--- config.mk ---
export PLATFORM = sky130hd
export DESIGN_NAME = mix_columns_seq
export DESIGN_NICKNAME = d
export VERILOG_FILES = /design/src/rtl/mix_columns_seq.sv
export SDC_FILE = /design/constraint.sdc
export NUM_CORES = 1
export LEC_CHECK = 0
export ABC_AREA = 0
export BUFFER_PORTS_ARGS = -buffer_cell sky130_fd_sc_hd__buf_2
export CORE_MARGIN = 4
export CORE_UTILIZATION = 30
export DETAILED_ROUTE_END_ITERATION = 6
export GPL_ROUTABILITY_DRIVEN = 0
export PLACE_DENSITY = 0.55
export SYNTH_ARGS = -nofsm -noshare
export SYNTH_HDL_FRONTEND = slang
export SYNTH_SLANG_ARGS = --single-unit
--- constraint.sdc ---
create_clock -name clk -period 4 [get_ports clk]
set_input_delay 1 -clock clk [delete_from_list [all_inputs] [get_ports clk]]
set_output_delay 1 -clock clk [all_outputs]
set_load 0.01 [all_outputs]
--- src/rtl/mix_columns_seq.sv ---
// Multi-cycle AES MixColumns / InvMixColumns engine with valid/ready on both sides.
// Transforms COLS_PER_CYCLE columns per clock and holds the result until it is taken.
module mix_columns_seq #(
  parameter int COLS_PER_CYCLE = 1
) (
  input  logic         clk,
  input  logic         rst_n,
  input  logic         in_valid,
  output logic         in_ready,
  input  logic [127:0] in_data,
  input  logic         in_inv,
  output logic         out_valid,
  input  logic         out_ready,
  output logic [127:0] out_data,
  output logic         busy
);

  generate
    if (!(COLS_PER_CYCLE == 1 || COLS_PER_CYCLE == 2 || COLS_PER_CYCLE == 4)) begin : g_bad_cols
      $error("mix_columns_seq: COLS_PER_CYCLE must be 1, 2 or 4");
    end
  endgenerate

  localparam logic [1:0] STEP = 2'(COLS_PER_CYCLE % 4);
  localparam logic [1:0] LAST = 2'(4 - COLS_PER_CYCLE);

  typedef enum logic [1:0] {IDLE, BUSY, DONE} state_t;

  state_t       state_q;
  logic [127:0] work_q;
  logic [127:0] out_data_q, out_data_d;
  logic         inv_q;
  logic [1:0]   cnt_q;
  int           col;

  function automatic logic [7:0] xt(input logic [7:0] x);
    return {x[6:0], 1'b0} ^ (x[7] ? 8'h1B : 8'h00);
  endfunction

  function automatic logic [31:0] mix_col(input logic [31:0] c, input logic inv);
    logic [7:0]  a  [4];
    logic [7:0]  m2 [4];
    logic [7:0]  m4 [4];
    logic [7:0]  m8 [4];
    logic [31:0] res;
    res = '0;
    for (int i = 0; i < 4; i++) begin
      a[i]  = c[31-8*i -: 8];
      m2[i] = xt(a[i]);
      m4[i] = xt(m2[i]);
      m8[i] = xt(m4[i]);
    end
    for (int i = 0; i < 4; i++) begin
      if (!inv) begin
        res[31-8*i -: 8] = m2[i] ^ (m2[(i+1)%4] ^ a[(i+1)%4]) ^ a[(i+2)%4] ^ a[(i+3)%4];
      end else begin
        // 0E*a0 ^ 0B*a1 ^ 0D*a2 ^ 09*a3, each built from the x2/x4/x8 chain
        res[31-8*i -: 8] = (m8[i] ^ m4[i] ^ m2[i])
                         ^ (m8[(i+1)%4] ^ m2[(i+1)%4] ^ a[(i+1)%4])
                         ^ (m8[(i+2)%4] ^ m4[(i+2)%4] ^ a[(i+2)%4])
                         ^ (m8[(i+3)%4] ^ a[(i+3)%4]);
      end
    end
    return res;
  endfunction

  always_comb begin
    out_data_d = out_data_q;
    col        = 0;
    for (int j = 0; j < COLS_PER_CYCLE; j++) begin
      col = int'(cnt_q) + j;
      out_data_d[127-32*col -: 32] = mix_col(work_q[127-32*col -: 32], inv_q);
    end
  end

  always_ff @(posedge clk or negedge rst_n) begin
    if (!rst_n) begin
      state_q    <= IDLE;
      work_q     <= '0;
      out_data_q <= '0;
      inv_q      <= 1'b0;
      cnt_q      <= '0;
    end else begin
      case (state_q)
        IDLE: begin
          if (in_valid) begin
            work_q  <= in_data;
            inv_q   <= in_inv;
            cnt_q   <= '0;
            state_q <= BUSY;
          end
        end
        BUSY: begin
          out_data_q <= out_data_d;
          cnt_q      <= cnt_q + STEP;
          if (cnt_q == LAST) state_q <= DONE;
        end
        DONE: begin
          if (out_ready) state_q <= IDLE;
        end
        default: state_q <= IDLE;
      endcase
    end
  end

  assign in_ready  = (state_q == IDLE);
  assign out_valid = (state_q == DONE);
  assign busy      = (state_q == BUSY) || (state_q == DONE);
  assign out_data  = out_data_q;

endmodule
; ---- Yosys cells after proc, flatten, opt, wreduce, memory -nomap -nowiden
; Index checks and enable logic that the tools add are counted.
; Widths: inputs -> output; s select.
[op_classes]
addsub = 3
multipliers = 0
div_mod_pow = 0
magnitude_cmp = 0
n_eq_ne = 6
n_shift = 3
muxes = 23
n_bitwise = 64
reduce_logical = 6
[ops]
columns = operator, n
row1 = $xor 8x8->8, 52
row2 = $shift 32x33->159 const A, 1
row3 = $shiftx 159x8->32, 1
row4 = $shiftx 32x33->159, 1
row5 = $bwmux 128, 1
row6 = $xor 8x5->8, 12
row7 = $mux 5, 12
row8 = $neg 8->33, 1
row9 = $mux 8, 4
row10 = $mux 2, 4
row11 = $sub 7x7->8 const A, 1
row12 = $pmux 2 s3, 1
row13 = $eq 2x2->1 const B, 2
row14 = $ne 2x2->1 const B, 2
row15 = $pmux 2 s2, 1
row16 = $reduce_and 2->1, 2
row17 = $reduce_and 3->1, 1
row18 = $add 2x1->2 const B, 1
row19 = $eq 2x1->1 const B, 1
row20 = $logic_not 2->1, 1
row21 = $ne 2x1->1 const B, 1
row22 = $reduce_bool 2->1, 1
row23 = $logic_or 1x1->1, 1
[totals]
reg_bits = 261
latchBits = 0
ramBits = 0
rom_bits = 0
inputBits = 133
output_inout_bits = 131
elab_cells = 110
n_memories = 0

; ---- Depth between registers and ports, before layout
; Gate-level depths: netlist of run 1.
[depth]
ltp_word = 16
depth_mapped = 12
ltp_nobuf = 7

; ---- Least setup slack after synthesis of run 1
; OpenSTA, ideal clock, no wires.
[synth_timing]
path_kind = register to register
from = reg cnt_q[0]
to = reg out_data_q[116] (netlist: out_data[116])
setup_ns = 0.121
t_arrival_ns = 2.983
required_ns = 3.879
path_slack_ns = 0.896
stages_incl_launch_ff = 11
n_path_buf = 4
synth_period_minus_slack_ns = 3.104
path_cell_list = dfrtp_1 > buf_6 > buf_8 > buf_6 > mux4_2 > buf_2 > xnor2_2 > xnor3_1 > xnor3_1 > a21o_1 > a22o_1
[synth_between]
elab_chain_cells = 14
elab_cells_between_ends = 86
classes_between = add/sub (2) / shift (3) / mux (17) / bitwise (64)
[synth_rtl]
columns = element, line
row1 = "start, declared", 33  ; logic [1:0] cnt_q;
row2 = "start signal, assigned", 95  ; cnt_q <= cnt_q + STEP;
row3 = $sub 7x7->8 (*), 72  ; out_data_d[127-32*col -: 32] = mix_col(work_q[127-32*col -: 32], inv_q);
row4 = $shiftx 159x8->32, 72
row5 = $xor 8x5->8 / $mux 5 (equally long branches) (2 in series), 37  ; return {x[6:0], 1'b0} ^ (x[7] ? 8'h1B : 8'h00);
row6 = $mux 5 / $xor 8x5->8 (equally long branches), 37
row7 = $xor 8x5->8, 37
row8 = "$xor 8x8->8, on equally long branches", "58, 60, 59"
row9 = "$xor 8x8->8, on equally long branches", "58, 59"
row10 = $xor 8x8->8, 59  ; ^ (m8[(i+1)%4] ^ m2[(i+1)%4] ^ a[(i+1)%4])
row11 = $xor 8x8->8, 60  ; ^ (m8[(i+2)%4] ^ m4[(i+2)%4] ^ a[(i+2)%4])
row12 = $xor 8x8->8, 61  ; ^ (m8[(i+3)%4] ^ a[(i+3)%4]);
row13 = $mux 8, 54  ; if (!inv) begin
row14 = $shiftx 32x33->159, 72
row15 = $bwmux 128 (*), 72
row16 = "end signal, assigned", 94  ; out_data_q <= out_data_d;
row17 = "end, declared", 31  ; logic [127:0] out_data_q, out_data_d;
; Every way passes the cells marked *; elsewhere a longest branch is shown, timed or not.
; A chain may end at the register's enable or synchronous reset.

; ---- Final worst setup path of run 1
[layout_timing]
from = reg cnt_q[0]
to = reg out_data_q[85] (netlist: out_data[85])
; The elaborated chain is that of the path after synthesis.

==> qor.csv, run 1 <==
metric;value;unit
routed vias;8629;
CP Data Arrival Time;3.97;ns
EDFF count, synth;0;
post-synthesis mux area share;16.97;%
minimum clock period after layout;3.486;ns
CP delay by family, top;XOR/XNOR gates;
# H-tree levels;1;
Compound-Gate Fraction of Synth Area;6.998;%
leading area contributor after synthesis;dfrtp_1;
Chip Width;218.3;microns
via count of the first global-routing pass;9097;
total gr overflow;0;
CP dominant cell by count;xor2_1;
Non-Filler Instances;1854;
initial antenna violation count;17;
end point of the critical path;out_data[85]$_DFFE_PN0P_;
largest cells by area after synthesis;dfrtp_1 (49%), mux2_2 (11%), xnor2_1 (8.0%);
reg2reg end;out_data[85]$_DFFE_PN0P_;
Total Nets Final;1385;
Ports;264;
Period Utilization, post-route;87.15;%
Syn Inst Count;987;
mapped cell area;13270;sq um
die area;47650;sq um
skew final;0.009257;ns
Worst Path Max Fanout;12;
post-synthesis adder-cell area fraction;0.6602;%
count leader, synth;dfrtp_1;
Sink Count;261;
Mapped Nets;1127;
max-slew violation count;0;
Skew-Pair Late Insertion Delay;0.55;ns
register area share after synthesis;49.23;%
worst slew pin tran;0.9094;ns
r2r setup slk;0.51;ns
clk slew on worst S/H paths;0.06;ns
# fillers;4266;
simple-gate portion of the synthesized area;3.480;%
R2R depth;8;
wire length per cell;21.11;microns
required time of the critical path;4.49;ns
# DRC;0;
Worst Setup SP;cnt_q[0]$_DFFE_PN0P_;
Bufs and invs on worst path;1;
DR pass1 iterations;4;
Num CTS Buffers;30;
Overall Global Routing Usage;16.13;%
kind of critical path;reg2reg;
Core Area;43360;sq um
asr flop ratio synth;100.0;%
DRT iter0 DRCs;386;
CP endpoint kind;flip-flop;
post-CTS setup repair buffer count;0;
CP max stage cell;mux4_2;
Synth top area share;49.23;%
post-DR vias/cell;4.654;
dominant synthesized flop cell;dfrtp_1;
top post-synthesis cells by count;dfrtp_1 (261), mux2_2 (132), xnor2_1 (121), nand2_1 (99), o21ai_1 (54);
largest family of logic cells by synthesized area;XOR/XNOR gates;
worst stage delay on the critical path;0.66;ns
clk buf depth;3;
yosys warns;0;
worst rel slew slack;39.37;%
max frequency;0.2869;GHz
Yosys reg bits;261;
RSZ-0062 raised after global routing;false;
dpl cells;1798;
number of cells on the critical path;8;
Root Buffer Master;clkbuf_16;
post-synthesis xor/xnor area fraction;19.82;%
global-route wire length before repair;58710;microns
worst path cell trace;buf_4 -> mux4_2 -> xor2_1 -> xor2_1 -> xnor3_1 -> xnor2_1 -> mux2i_1 -> a22o_1;
Min Hold Slack;0.4564;ns
Detail Placement HPWL;29790;microns
TritonCTS clock tree;yes;
num rows;76;
Resized cells post-CTS;0;
Syn-to-layout area delta;22.78;%
initial core utilization;30.59;%
WL final;39130;microns
ANT nets after route;0;
largest net degree at the start of global routing;81;
final setup violation count;0;
chip height;218.3;microns
status;complete, no violations;
hold-fix buffers at CTS;0;
Synth cell types;40;
total of max-cap violations;0;
port buffer count;263;
final hold violations;0;
Worst Setup Start Kind;flip-flop;
setup_tns;0;ns
Worst Hold Class;in2async;
worst r2r src;cnt_q[0]$_DFFE_PN0P_;
share of post-route cells with drive strength above 1;42.64;%
Syn Area/Cell;13.44;sq um
-- metrics by stage --
stage,setup slack (ns),utilization (%),instance area [sq um]
finish,0.5141,37.56,16290
CTS,0.4535,37.53,16280
global route,0.2876,37.55,16280
detailed placement,0.5070,35.26,15290
global placement,0.4519,35.26,15290
floorplan,0.8959,-,13270
-- state kept, by name, indices dropped and copies added (netlist names) --
| name | count |
|---|---|
| state_q | 2 |
| inv_q | 1 |
| out_data | 128 |
| work_q | 128 |
| cnt_q | 2 |
-- layout make-up --
| class | instances | area (sq um) | share of cell area [%] |
|---|---|---|---|
| sequential | 261 | 6534 | 40.11 |
| multi-input combinational | 651 | 6366 | 39.08 |
| timing repair buffer | 293 | 1627 | 9.986 |
| clock buffer | 43 | 890.9 | 5.469 |
| tap | 585 | 732.0 | 4.494 |
| clock inverter | 8 | 96.34 | 0.5915 |
| inverter | 8 | 30.03 | 0.1844 |
| antenna | 5 | 12.51 | 0.07682 |
-- logic make-up after synthesis --
kind of cell             Yosys count
AO/OA/AOI/OAI                    144
XOR/XNOR                         214
flip-flops                       261
AND/OR/NAND/NOR                  118
multiplexers                     168
adder cells (fa/ha/maj)            7
buffers and inverters             75
-- cells in the final DEF (no fill, tap or decap), types with 2 or more instances in the layout --
cell,netlist,final
o21ai_1,54,54
xnor2_4,7,7
a22o_1,48,48
a21oi_1,6,6
nand2_1,99,98
mux2_2,132,132
buf_4,9,24
buf_2,10,262
clkbuf_8,0,7
or3_1,3,3
mux2i_1,4,4
xor3_1,4,4
dfrtp_1,261,259
clkinv_2,0,4
xnor2_2,15,15
clkbuf_1,41,5
inv_1,7,7
ha_1,7,7
nor3_1,4,4
mux4_2,31,31
xor2_1,33,33
nor2_1,9,9
xnor3_1,27,27
buf_12,0,6
clkbuf_16,0,31
a21oi_2,4,4
bufinv_16,0,2
xnor2_1,121,121
o21ai_0,28,28
diode_2,0,5
dfrtp_2,0,2
xor2_2,4,4
-- per-layer routing --
layer  wire, microns  share of wire [%]  vias up  global-route usage (%)
li1                -                  -     3957                       -
met1           18020                 46     4330                   23.08
met2           17460                 45      263                   24.85
met3            2901                7.4       57                   4.811
met4             601                1.5       22                   2.465
met5             153               0.39        -                       0
-- how the worst min path moves through the flow --
stage | endpoint | slack (ns)
floorplan | work_q[78]$_DFFE_PN0P_ | 0.47
global placement | out_data[58]$_DFFE_PN0P_ | 0.46
detailed placement | out_data[40]$_DFFE_PN0P_ | 0.47
CTS | work_q[41]$_DFFE_PN0P_ | 0.47
global route | work_q[9]$_DFFE_PN0P_ | 0.49
finish | work_q[41]$_DFFE_PN0P_ | 0.46
Power of run 1 is left out: the tool's default activity adds up to more than one toggle a clock period on the data nets, which glitch-free logic cannot reach.
==> run 2: changes to the inputs <==
==> constraint.sdc (replaced) <==
create_clock -name clk -period 3.53 [get_ports clk]
set_input_delay 0.8825 -clock clk [delete_from_list [all_inputs] [get_ports clk]]
set_output_delay 0.8825 -clock clk [all_outputs]
set_load 0.01 [all_outputs]
==> qor.csv, run 2 (synthesis gave the netlist of run 1 again) <==
metric;value;unit
Period Utilization, post-route;96.91;%
global-route wire length before repair;59340;microns
final setup violation count;0;
initial core utilization;30.59;%
Bufs and invs on worst path;0;
worst rel slew slack;42.93;%
final hold violations;0;
Syn-to-layout area delta;25.02;%
CP Data Arrival Time;3.92;ns
highest-count cells in the layout ignoring fill and taps;buf_2 (262), dfrtp_1 (259), mux2_2 (132), xnor2_1 (120), nand2_1 (98);
Skew-Pair Late Insertion Delay;0.57;ns
via count of the first global-routing pass;9212;
total gr overflow;0;
die area;47650;sq um
Ports;264;
minimum clock period after layout;3.421;ns
Overall Global Routing Usage;16.36;%
skew final;0.01281;ns
post-DR vias/cell;4.665;
CP endpoint kind;flip-flop;
Root Buffer Master;clkbuf_16;
# fillers;4245;
worst slew pin tran;0.8560;ns
status;complete, no violations;
port buffer count;263;
CP max stage cell;mux4_1;
worst path cell trace;mux4_1 -> xnor3_1 -> xnor2_1 -> xnor3_1 -> xnor2_1 -> mux2i_1 -> a22o_1;
met2 wire len;17630;microns
DR pass1 iterations;5;
Detail Placement HPWL;30100;microns
Post-DP Area;15470;sq um
Num CTS Buffers;31;
# H-tree levels;1;
hold-fix buffers at CTS;0;
# DRC;0;
largest net degree at the start of global routing;67;
max frequency;0.2923;GHz
design area;16590;sq um
met1 wire length;18380;microns
Core Area;43360;sq um
Worst Path Max Fanout;6;
Non-Filler Instances;1882;
chip height;218.3;microns
worst stage delay on the critical path;0.76;ns
TritonCTS clock tree;yes;
CP delay by family, top;XOR/XNOR gates;
Worst Hold Class;in2async;
commonest non-fill, non-tap cell in the layout;buf_2;
RSZ-0062 raised after global routing;false;
Chip Width;218.3;microns
required time of the critical path;4.03;ns
wire length per cell;21.15;microns
ANT nets after route;0;
setup_tns;0;ns
DRT iter0 DRCs;456;
clk slew on worst S/H paths;0.06;ns
total of max-cap violations;0;
initial antenna violation count;10;
WL final;39800;microns
met3 WL;2778;microns
Sink Count;261;
routed vias;8780;
clk buf depth;3;
kind of critical path;reg2reg;
top sig layer;met5;
dpl cells;1821;
share of post-route cells with drive strength above 1;44.16;%
Total Nets Final;1409;
Worst Setup Start Kind;flip-flop;
num rows;76;
max-slew violation count;0;
-- run 2: cell count changes in the layout (fill, tap and decap cells not counted), moves of 2 or more --
| cell | change |
|---|---|
| buf_4 | +22 |
| mux2i_1 | -2 |
| bufinv_16 | +2 |
| mux2i_2 | +2 |
| inv_6 | +3 |
-- run 2: what timing repair did --
item,CTS,global route
setup endpoints to repair,0,12
resized for setup,0,4
setup buffers,0,0
endpoints found under the hold margin,0,0
-- run 2: layout make-up --
cell class	count	area, sq um	share of cell area, %
sequential	261	6534	39.39
clock buffer	44	894.6	5.394
clock inverter	13	185.2	1.116
multi-input combinational	651	6389	38.52
tap	585	732.0	4.413
inverter	8	30.03	0.1811
antenna	4	10.01	0.06035
timing repair buffer	316	1812	10.92
-- run 2: path summary, 6_finish.rpt --
| kind | from | slack (ns) | end | cells past startpoint |
|---|---|---|---|---|
| min | rst_n | 0.30 | work_q[73]$_DFFE_PN0P_ | 1 |
| min reg2reg | out_data[76]$_DFFE_PN0P_ | 0.48 | out_data[76]$_DFFE_PN0P_ | 2 |
| max reg2reg | cnt_q[0]$_DFFE_PN0P_ | 0.11 | out_data[59]$_DFFE_PN0P_ | 7 |
| max | cnt_q[0]$_DFFE_PN0P_ | 0.11 | out_data[59]$_DFFE_PN0P_ | 7 |
| min in group clk | out_data[76]$_DFFE_PN0P_ | 0.48 | out_data[76]$_DFFE_PN0P_ | 2 |
| max in group asynchronous | rst_n | 2.49 | out_data[114]$_DFFE_PN0P_ | 2 |
-- run 2: per-layer routing --
metal / vias to the layer above / GRT usage, %
li1: 4009 / -
met1: 4411 / 23.34
met4: 12 / 3.771
met2: 282 / 24.95
met3: 66 / 4.435
met5: - / 0
-- run 2: per-stage QoR --
stage | worst slack, ns | hold WS [ns] | utilization [%]
3_3_place_gp | 0.09531 | 0.4608 | 35.69
5_1_grt | 0.003051 | 0.3215 | 38.23
6_report | 0.1092 | 0.2960 | 38.25
2_1_floorplan | 0.4259 | 0.4704 | -
4_1_cts | 0.03211 | 0.2880 | 38.18
3_5_place_dp | 0.03693 | 0.4697 | 35.69
Power of run 2 is left out for the same reason.
==> run 3: changes to the inputs <==
--- a/config.mk
+++ b/config.mk
@@ -5,13 +5,13 @@
 export SDC_FILE = /design/constraint.sdc
 export NUM_CORES = 1
 export LEC_CHECK = 0
-export ABC_AREA = 0
+export ABC_AREA = 1
 export BUFFER_PORTS_ARGS = -buffer_cell sky130_fd_sc_hd__buf_2
 export CORE_MARGIN = 4
 export CORE_UTILIZATION = 30
 export DETAILED_ROUTE_END_ITERATION = 6
 export GPL_ROUTABILITY_DRIVEN = 0
-export PLACE_DENSITY = 0.55
+export PLACE_DENSITY = 0.54
 export SYNTH_ARGS = -nofsm -noshare
 export SYNTH_HDL_FRONTEND = slang
 export SYNTH_SLANG_ARGS = --single-unit
==> qor.csv, run 3 <==
metric;value;unit
dominant synthesized flop cell;dfrtp_1;
highest-count cells in the layout ignoring fill and taps;nand2_1 (900), buf_2 (262), dfrtp_1 (259), nand3_1 (224), mux2_2 (116);
Detail Placement HPWL;46220;microns
worst path cell trace;buf_4 -> nand2_1 -> nand3_1 -> nand2_1 -> nand2_1 -> nand2_1 -> buf_4 -> xnor2_1 -> xor2_1 -> nor2_1 -> o22ai_1 -> buf_4 -> nor2_1 -> nand2_1 -> nand2_1;
clk buf depth;3;
global-route wire length before repair;94160;microns
Total Nets Final;2557;
r2r setup slk;0.25;ns
num rows;86;
Period Utilization, post-route;92.89;%
CP max stage cell;dfrtp_4;
# DRC;0;
final setup violation count;0;
clk slew on worst S/H paths;0.07;ns
port buffer count;263;
hold-fix buffers at CTS;0;
Synth cell types;32;
Overall Global Routing Usage;20.13;%
kind of critical path;reg2reg;
via count of the first global-routing pass;15400;
Ports;264;
worst rel slew slack;38.79;%
max-slew violation count;0;
worst stage delay on the critical path;0.51;ns
routed vias;15860;
# H-tree levels;1;
Core Area;55310;sq um
largest cells by area after synthesis;dfrtp_1 (39%), nand2_1 (20%), mux2_2 (7.8%);
share of post-route cells with drive strength above 1;24.39;%
leading area contributor after synthesis;dfrtp_1;
WL final;61520;microns
total gr overflow;0;
initial antenna violation count;20;
DRT iter0 DRCs;1381;
initial core utilization;30.39;%
largest net degree at the start of global routing;103;
Syn Inst Count;2169;
yosys warns;0;
asr flop ratio synth;100.0;%
top post-synthesis cells by count;nand2_1 (901), dfrtp_1 (261), nand3_1 (224), mux2_2 (116), xor2_1 (112);
Sink Count;261;
EDFF count, synth;0;
Mapped Nets;2309;
status;complete, no violations;
Skew-Pair Late Insertion Delay;0.57;ns
CP dominant cell by count;nand2_1;
Syn-to-layout area delta;19.86;%
CP Data Arrival Time;3.73;ns
post-CTS setup repair buffer count;0;
ANT nets after route;0;
Bufs and invs on worst path;3;
worst r2r src;cnt_q[0]$_DFFE_PN0P_;
max frequency;0.3050;GHz
setup_tns;0;ns
RSZ-0062 raised after global routing;false;
Syn Area/Cell;7.748;sq um
worst slew pin tran;0.9171;ns
register area share after synthesis;38.86;%
final hold violations;0;
Worst Path Max Fanout;31;
die area;59870;sq um
minimum clock period after layout;3.279;ns
Synth top area share;38.86;%
reg2reg end;out_data[111]$_DFFE_PN0P_;
CP endpoint kind;flip-flop;
Root Buffer Master;clkbuf_16;
Yosys reg bits;261;
Num CTS Buffers;31;
# fillers;5916;
DR pass1 iterations;6;
Worst Setup Start Kind;flip-flop;
Worst Hold Class;in2async;
count leader, synth;nand2_1;
post-DR vias/cell;4.966;
skew final;0.01603;ns
required time of the critical path;3.98;ns
total of max-cap violations;0;
Chip Width;244.7;microns
mapped cell area;16810;sq um
wire length per cell;19.27;microns
commonest non-fill, non-tap cell in the layout;nand2_1;
CP delay by family, top;simple AND/OR/NAND/NOR gates;
R2R depth;15;
TritonCTS clock tree;yes;
chip height;244.7;microns
==> run 3: changes by cell type after synthesis, moves of 46 or more <==
cell and change:
a22o_1 -48, inv_1 +73, nand2_1 +802, nand2_2 +46, nand3_1 +223, nand4_1 +101, o21ai_1 -51, xnor2_1 -57
xor2_1 +79
==> run 3: routing by layer <==
| layer | up-vias | global-route usage [%] | part of all wire (%) | wire [microns] |
|---|---|---|---|---|
| li1 | 7541 | - | - | - |
| met1 | 7415 | 28.01 | 43 | 26640 |
| met2 | 704 | 30.85 | 43 | 26580 |
| met3 | 170 | 4.621 | 9.1 | 5615 |
| met4 | 28 | 6.981 | 4.1 | 2525 |
| met5 | - | 0 | 0.26 | 162 |
==> run 3: what timing repair did <==
action	4_1_cts	5_1_grt
setup endpoints to repair	0	4
gates resized for setup	0	1
hold endpoints to repair	0	0
==> run 3: cells by family (layout without fill, tap and decap cells) <==
| group | count (synthesis) | in the layout | share of synthesized area [%] |
|---|---|---|---|
| flip-flops | 261 | 261 | 38.86 |
| XOR/XNOR | 190 | 190 | 10.86 |
| multiplexers | 116 | 116 | 7.772 |
| buffers and inverters | 188 | 459 | 4.973 |
| AND/OR/NAND/NOR | 1368 | 1368 | 35.74 |
| adder cells (fa/ha/maj) | 7 | 7 | 0.5211 |
| AO/OA/AOI/OAI | 39 | 39 | 1.266 |
| other | 0 | 5 | 0 |
==> run 3: area by class of cell <==
class / instances / area [sq um] / share of cell area [%]
multi-input cells: 1720 / 9463 / 46.98
flip-flops and latches: 261 / 6536 / 32.45
repair buffers: 304 / 1772 / 8.795
well taps: 748 / 935.9 / 4.646
clock buffers: 43 / 920.9 / 4.571
inverters: 99 / 374.1 / 1.857
clock inverters: 13 / 130.1 / 0.6460
diodes: 5 / 12.51 / 0.06211
==> run 3: worst max path at each step <==
stage                    startpoint                   endpoint  slack, ns  cells past startpoint
2_1_floorplan  cnt_q[1]$_DFFE_PN0P_  out_data[122]$_DFFE_PN0P_       1.32                     16
3_3_place_gp   cnt_q[0]$_DFFE_PN0P_  out_data[103]$_DFFE_PN0P_       0.31                     16
3_5_place_dp   cnt_q[0]$_DFFE_PN0P_  out_data[103]$_DFFE_PN0P_       0.23                     15
4_1_cts        cnt_q[0]$_DFFE_PN0P_  out_data[103]$_DFFE_PN0P_       0.22                     15
5_1_grt        cnt_q[0]$_DFFE_PN0P_  out_data[102]$_DFFE_PN0P_      0.007                     16
6_report       cnt_q[0]$_DFFE_PN0P_  out_data[111]$_DFFE_PN0P_       0.25                     15
==> run 3: per-stage QoR <==
step                      hold WS (ns)  area, sq um  util (%)  std cells  setup slack, ns
after global placement          0.4574        19070     34.49       3132           0.3143
after global routing            0.4539        20140     36.41       3190         0.006900
final                           0.3830        20140     36.42       3193           0.2509
after detailed placement        0.4610        19070     34.49       3132           0.2316
after CTS                       0.4201        20130     36.39       3188           0.2186
after floorplan                 0.4782        16810         -       2169            1.315
Power of run 3 is left out for the same reason.
